## src/rtl/program_loader.sv

```systemverilog
// Frames a UART byte stream (16-bit word count, then MSB-first words) into
// sequential program-memory writes from address 0; the CPU is enabled once loading is done.
module program_loader #(
  parameter int RAM_WIDTH  = 16,
  parameter int RAM_DEPTH  = 2048,
  parameter int ADDR_WIDTH = 11
) (
  input  logic                  i_clk,
  input  logic                  i_rst,
  input  logic [7:0]            i_rx_data,
  input  logic                  i_rx_valid,
  output logic                  o_rx_ready,
  input  logic                  i_reload,
  output logic [ADDR_WIDTH-1:0] o_wr_addr,
  output logic [RAM_WIDTH-1:0]  o_wr_data,
  output logic                  o_wr_en,
  output logic                  o_cpu_enb,
  output logic                  o_done,
  output logic                  o_error
);

  localparam int BYTES = RAM_WIDTH / 8;
  localparam int IDX_W = (BYTES > 1) ? $clog2(BYTES) : 1;
  localparam logic [16:0] DEPTH_17 = 17'(RAM_DEPTH);

  typedef enum logic [2:0] {
    ST_CNT_HI = 3'd0,
    ST_CNT_LO = 3'd1,
    ST_DATA   = 3'd2,
    ST_WRITE  = 3'd3,
    ST_DONE   = 3'd4,
    ST_ERROR  = 3'd5
  } state_t;

  state_t                state_r, state_s;
  logic [15:0]           count_r;
  logic [IDX_W-1:0]      byte_idx_r;
  logic [ADDR_WIDTH:0]   word_cnt_r;
  logic [RAM_WIDTH-1:0]  word_r;
  logic [ADDR_WIDTH-1:0] wr_addr_r;
  logic [RAM_WIDTH-1:0]  wr_data_r;
  logic                  wr_en_r;
  logic                  ready_r;
  logic                  done_r;
  logic                  error_r;

  logic                  accept_s;
  logic                  last_byte_s;
  logic                  last_word_s;
  logic [15:0]           count_full_s;
  logic [RAM_WIDTH-1:0]  word_s;

  // A word count of 17 bits keeps the comparison against RAM_DEPTH exact.
  assign accept_s     = i_rx_valid & ready_r;
  assign last_byte_s  = (byte_idx_r == IDX_W'(BYTES - 1));
  assign last_word_s  = ((17'(word_cnt_r) + 17'd1) == {1'b0, count_r});
  assign count_full_s = {count_r[15:8], i_rx_data};
  assign word_s       = (word_r << 4'd8) | RAM_WIDTH'(i_rx_data);

  // Next-state decode.
  always_comb begin
    state_s = state_r;
    case (state_r)
      ST_CNT_HI: begin
        if (accept_s) state_s = ST_CNT_LO;
        else          state_s = ST_CNT_HI;
      end
      ST_CNT_LO: begin
        if (!accept_s)                            state_s = ST_CNT_LO;
        else if (count_full_s == 16'd0)           state_s = ST_DONE;
        else if ({1'b0, count_full_s} > DEPTH_17) state_s = ST_ERROR;
        else                                      state_s = ST_DATA;
      end
      ST_DATA: begin
        if (accept_s && last_byte_s) state_s = ST_WRITE;
        else                         state_s = ST_DATA;
      end
      ST_WRITE: begin
        if (last_word_s) state_s = ST_DONE;
        else             state_s = ST_DATA;
      end
      ST_DONE: begin
        if (i_reload) state_s = ST_CNT_HI;
        else          state_s = ST_DONE;
      end
      ST_ERROR: begin
        if (i_reload) state_s = ST_CNT_HI;
        else          state_s = ST_ERROR;
      end
      default: state_s = ST_CNT_HI;
    endcase
  end

  // State register and status flags, registered from the next state.
  always_ff @(posedge i_clk or posedge i_rst) begin
    if (i_rst) begin
      state_r <= ST_CNT_HI;
      ready_r <= 1'b1;
      wr_en_r <= 1'b0;
      done_r  <= 1'b0;
      error_r <= 1'b0;
    end else begin
      state_r <= state_s;
      ready_r <= (state_s == ST_CNT_HI) || (state_s == ST_CNT_LO) || (state_s == ST_DATA);
      wr_en_r <= (state_s == ST_WRITE);
      done_r  <= (state_s == ST_DONE);
      error_r <= (state_s == ST_ERROR);
    end
  end

  // Count capture, word assembly and write addressing.
  always_ff @(posedge i_clk or posedge i_rst) begin
    if (i_rst) begin
      count_r    <= 16'd0;
      byte_idx_r <= '0;
      word_cnt_r <= '0;
      word_r     <= '0;
      wr_addr_r  <= '0;
      wr_data_r  <= '0;
    end else begin
      case (state_r)
        ST_CNT_HI: begin
          if (accept_s) count_r[15:8] <= i_rx_data;
        end
        ST_CNT_LO: begin
          if (accept_s) begin
            count_r[7:0] <= i_rx_data;
            byte_idx_r   <= '0;
            word_cnt_r   <= '0;
            wr_addr_r    <= '0;
          end
        end
        ST_DATA: begin
          if (accept_s) begin
            word_r <= word_s;
            if (last_byte_s) begin
              wr_data_r  <= word_s;
              byte_idx_r <= '0;
            end else begin
              byte_idx_r <= byte_idx_r + 1'b1;
            end
          end
        end
        ST_WRITE: begin
          word_cnt_r <= word_cnt_r + 1'b1;
          // Address stays on the final word so a full-depth load never wraps to 0.
          if (!last_word_s) wr_addr_r <= wr_addr_r + 1'b1;
        end
        ST_DONE, ST_ERROR: begin
          if (i_reload) begin
            count_r    <= 16'd0;
            byte_idx_r <= '0;
            word_cnt_r <= '0;
            wr_addr_r  <= '0;
          end
        end
        default: begin
          count_r <= count_r;
        end
      endcase
    end
  end

  assign o_rx_ready = ready_r;
  assign o_wr_addr  = wr_addr_r;
  assign o_wr_data  = wr_data_r;
  assign o_wr_en    = wr_en_r;
  assign o_cpu_enb  = done_r;
  assign o_done     = done_r;
  assign o_error    = error_r;

endmodule

```

## config.mk

```make
export PLATFORM = sky130hd
export DESIGN_NAME = program_loader
export DESIGN_NICKNAME = d
export VERILOG_FILES = /design/src/rtl/program_loader.sv
export SDC_FILE = /design/constraint.sdc
export NUM_CORES = 1
export LEC_CHECK = 0
export BUFFER_PORTS_ARGS = -buffer_cell sky130_fd_sc_hd__buf_4
export CAP_MARGIN = 40
export CORE_ASPECT_RATIO = 0.7
export CORE_MARGIN = 1.5
export CORE_UTILIZATION = 60
export CTS_CLUSTER_DIAMETER = 100
export DETAILED_ROUTE_END_ITERATION = 12
export HOLD_SLACK_MARGIN = 0.06
export PLACE_DENSITY_LB_ADDON = 0.08
export SYNTH_ARGS = -nofsm -noshare
export SYNTH_HDL_FRONTEND = slang
export SYNTH_SLANG_ARGS = --single-unit
export TNS_END_PERCENT = 10
```

## constraint.sdc

```tcl
create_clock -name i_clk -period 7.69 [get_ports i_clk]
set_clock_uncertainty 0.05 [all_clocks]
set_input_delay 0.3845 -clock i_clk [delete_from_list [all_inputs] [get_ports i_clk]]
set_output_delay 0.3845 -clock i_clk [all_outputs]
set_load 0.01 [all_outputs]
```

==> results.md <==
* H-tree Lvls at 3
* CP Class: register to register
* Ratio of cells with drive above 1 in the final layout at 24.8%
* Highest Clock Rate at 315 MHz
* Synthesized area at 3590 sq um
* Syn_area_per_cell at 10.0 sq um
* Total gr overflow at 0
* Post-Layout Cell Count at 478
* Clock sink count at 71
* Worst hold path type: primary input to register
* Critical Path AT at 3.40 ns
* Drt first-iter violations at 165
* Initial antenna violation count at 0
* Die Wd at 95.5 microns
* Post-route cell area at 4160 sq um
* N_diodes at 0
* Placer congestion estimate at 0.844
* Core Region at 5760 sq um
* Final worst slack at 4.52 ns
* CTS resizes at 0
* Remaining DRCs at 0
* Placed Cells at 461
* Outcome: finished, final reports clean
* Hold WS at 0.243 ns
* Minimum clock period at 3.17 ns
* Vias at 2,855
* Post-synth EDFFs at 0
* First-pass GRT wire length at 12,800 microns
* Ys flop type: dfrtp_1
* Rel. slew slack at 56.8%
* Tot Pwr at 1.25 mW
* CTS tree: built
* Synth cell types at 57
* Total Neg Setup Slack at 0 ns
* DRT antenna net count at 0
* Final core occ at 72.2%
* Worst slew pin tran at 0.647 ns
* CP endpoint kind: register
* Max-cap violations at 0
* Largest net degree at the start of global routing at 49
* Cells after Synth at 358
* Clock Pin Slew Worst Setup and Hold Paths at 0.08 ns
* Worst Setup Start Kind: register
* Peak VDD IR at 0.000198 V
* Layout area overhead at 15.7%
* Routed len/inst at 16.1 microns
* RSZ-0062 raised after global routing: no
* Yosys warns at 0
* Critical Path Fanout Max at 20
* Dpl ws at 4.61 ns
* Num rows at 23
* Root buf cell: clkbuf_8
* Seq/Total Area, Yosys at 49.5%
* Die ar. at 6470 sq um
* Leak at 1.87 nW
* Dpl hpwl at 5560 microns
* Nets@finish at 412
* Post-Syn Nets at 372
* Die Ht at 67.8 microns
* Port Buf Inserts at 43
* Fill cells at 452
* Placed Area at 3960 sq um
* IO Pins at 44
* Setup violators final at 0
* All-Layer GR Usage at 26.6%
* Power per cell area at 301 nW/um^2
* CP required at 7.92 ns
* Fin crit share at 41.3%
* Via density at 5.97
* Starting Density at 62.4%
* Num CTS Buffers at 9
* Slew Viols, Final at 0
* CTS Buffer Depth at 2
* Final WL at 7690 microns
* Ys async rst share at 100%
* Fin. Hold Viols at 0
* Number of global-route vias before repair at 2,594
* Register bit count reported by yosys at 71
* First drt pass iteration count at 5
* Clk Latency, worst-skew pair at 0.35 ns
==> worst max-delay path, cell delays in order, from the launching register on <==
cell and delay, ns:
dfrtp_1 0.49, ha_1 0.41, nand3_1 0.31, nor2_1 0.29
mux2i_1 0.12, o32ai_1 0.45, a2111oi_2 0.10, buf_4 0.22
or4_1 0.50, a21oi_1 0.15
==> cell usage in the layout, fill, tap and decap left out, types with 6 or more instances in the layout <==
master / n
o21ai_1: 8
or3_1: 10
nand4_1: 8
and3_1: 6
mux2_2: 25
nand3_1: 7
xnor2_1: 10
o31ai_1: 6
a21oi_1: 15
clkbuf_8: 9
nand2_1: 49
o21ai_0: 37
dfrtp_1: 70
o21a_1: 6
buf_4: 46
nor2_1: 14
nor3_1: 9
==> flip-flops by register name, summed over array words and instances (netlist names) <==
name / cells
state_r: 3
o_error: 1
byte_idx_r: 1
o_wr_data: 16
o_rx_ready: 1
word_cnt_r: 12
o_wr_addr: 11
o_cpu_enb: 1
count_r: 16
word_r: 8
o_wr_en: 1
==> where the power goes <==
part           internal [mW]  switching [mW]  leakage [nW]
Clock                  0.149           0.139        0.0960
Sequential             0.466          0.0945         0.952
Combinational          0.177           0.226         0.824
Total                  0.792           0.460          1.87
==> worst paths after layout <==
check	from	endpoint	slack [ns]	cells past startpoint
worst max-delay path	word_cnt_r[0]	o_wr_addr[10]	4.52	9
worst min-delay path	i_rx_data[2]	o_wr_data[2]	0.24	2
worst max register to register	word_cnt_r[0]	o_wr_addr[10]	4.52	9
worst min register to register	count_r[15]	count_r[15]	0.45	2
max in group asynchronous	i_rst	o_wr_data[2]	6.46	5
min in group asynchronous	i_rst	o_wr_data[15]	0.60	4
==> timing repair <==
| action | in CTS | in global routing |
|---|---|---|
| setup buffers | 0 | 0 |
| hold endpoints to repair | 22 | 0 |
| hold buffers | 1 | 0 |
==> cells by family (layout without fill, tap and decap cells) <==
family | after synthesis | in the layout | share of synthesized area (%)
AOI/OAI and AO/OA | 93 | 93 | 16.7
buffers and inverters | 23 | 68 | 3.27
muxes | 26 | 26 | 8.11
DFF | 71 | 71 | 49.5
xor gates and xnor gates | 14 | 14 | 3.41
adders and majority gates | 2 | 2 | 0.696
and+or+nand+nor | 129 | 129 | 18.3
==> synth_stat cells, drive strengths merged, types with 6 or more instances <==
library cell	n	share of area, %
dfrtp	70	49
nand2	50	5.3
o21ai	45	6.3
mux2	25	7.8
a21oi	15	2.1
nor2	14	1.5
or3	13	2.7
buf	10	1.9
xnor2	10	2.4
clkbuf	9	0.94
nor3	9	1.3
nand4	8	1.4
nand3	7	0.97
o21a	7	1.7
and3	6	1.0
o31ai	6	1.3
==> layer usage <==
layer | vias up | track usage, % | share of wire (%)
li1 | 1378 | - | -
met1 | 1373 | 38.9 | 48
met2 | 92 | 36.9 | 44
met3 | 12 | 7.88 | 6.5
met4 | 0 | 10.1 | 1.3
met5 | - | 0 | 0
==> cell type report <==
class,count,area (sq um),area share [%]
Multi-Input combinational cell,264,1700,40.8
Clock buffer,10,128,3.07
Clock inverter,6,61.3,1.48
Sequential cell,71,1780,42.8
Inverter,4,15.0,0.361
Tap cell,75,93.8,2.26
Timing Repair Buffer,48,383,9.21
Power figures use the tool's default switching activity.
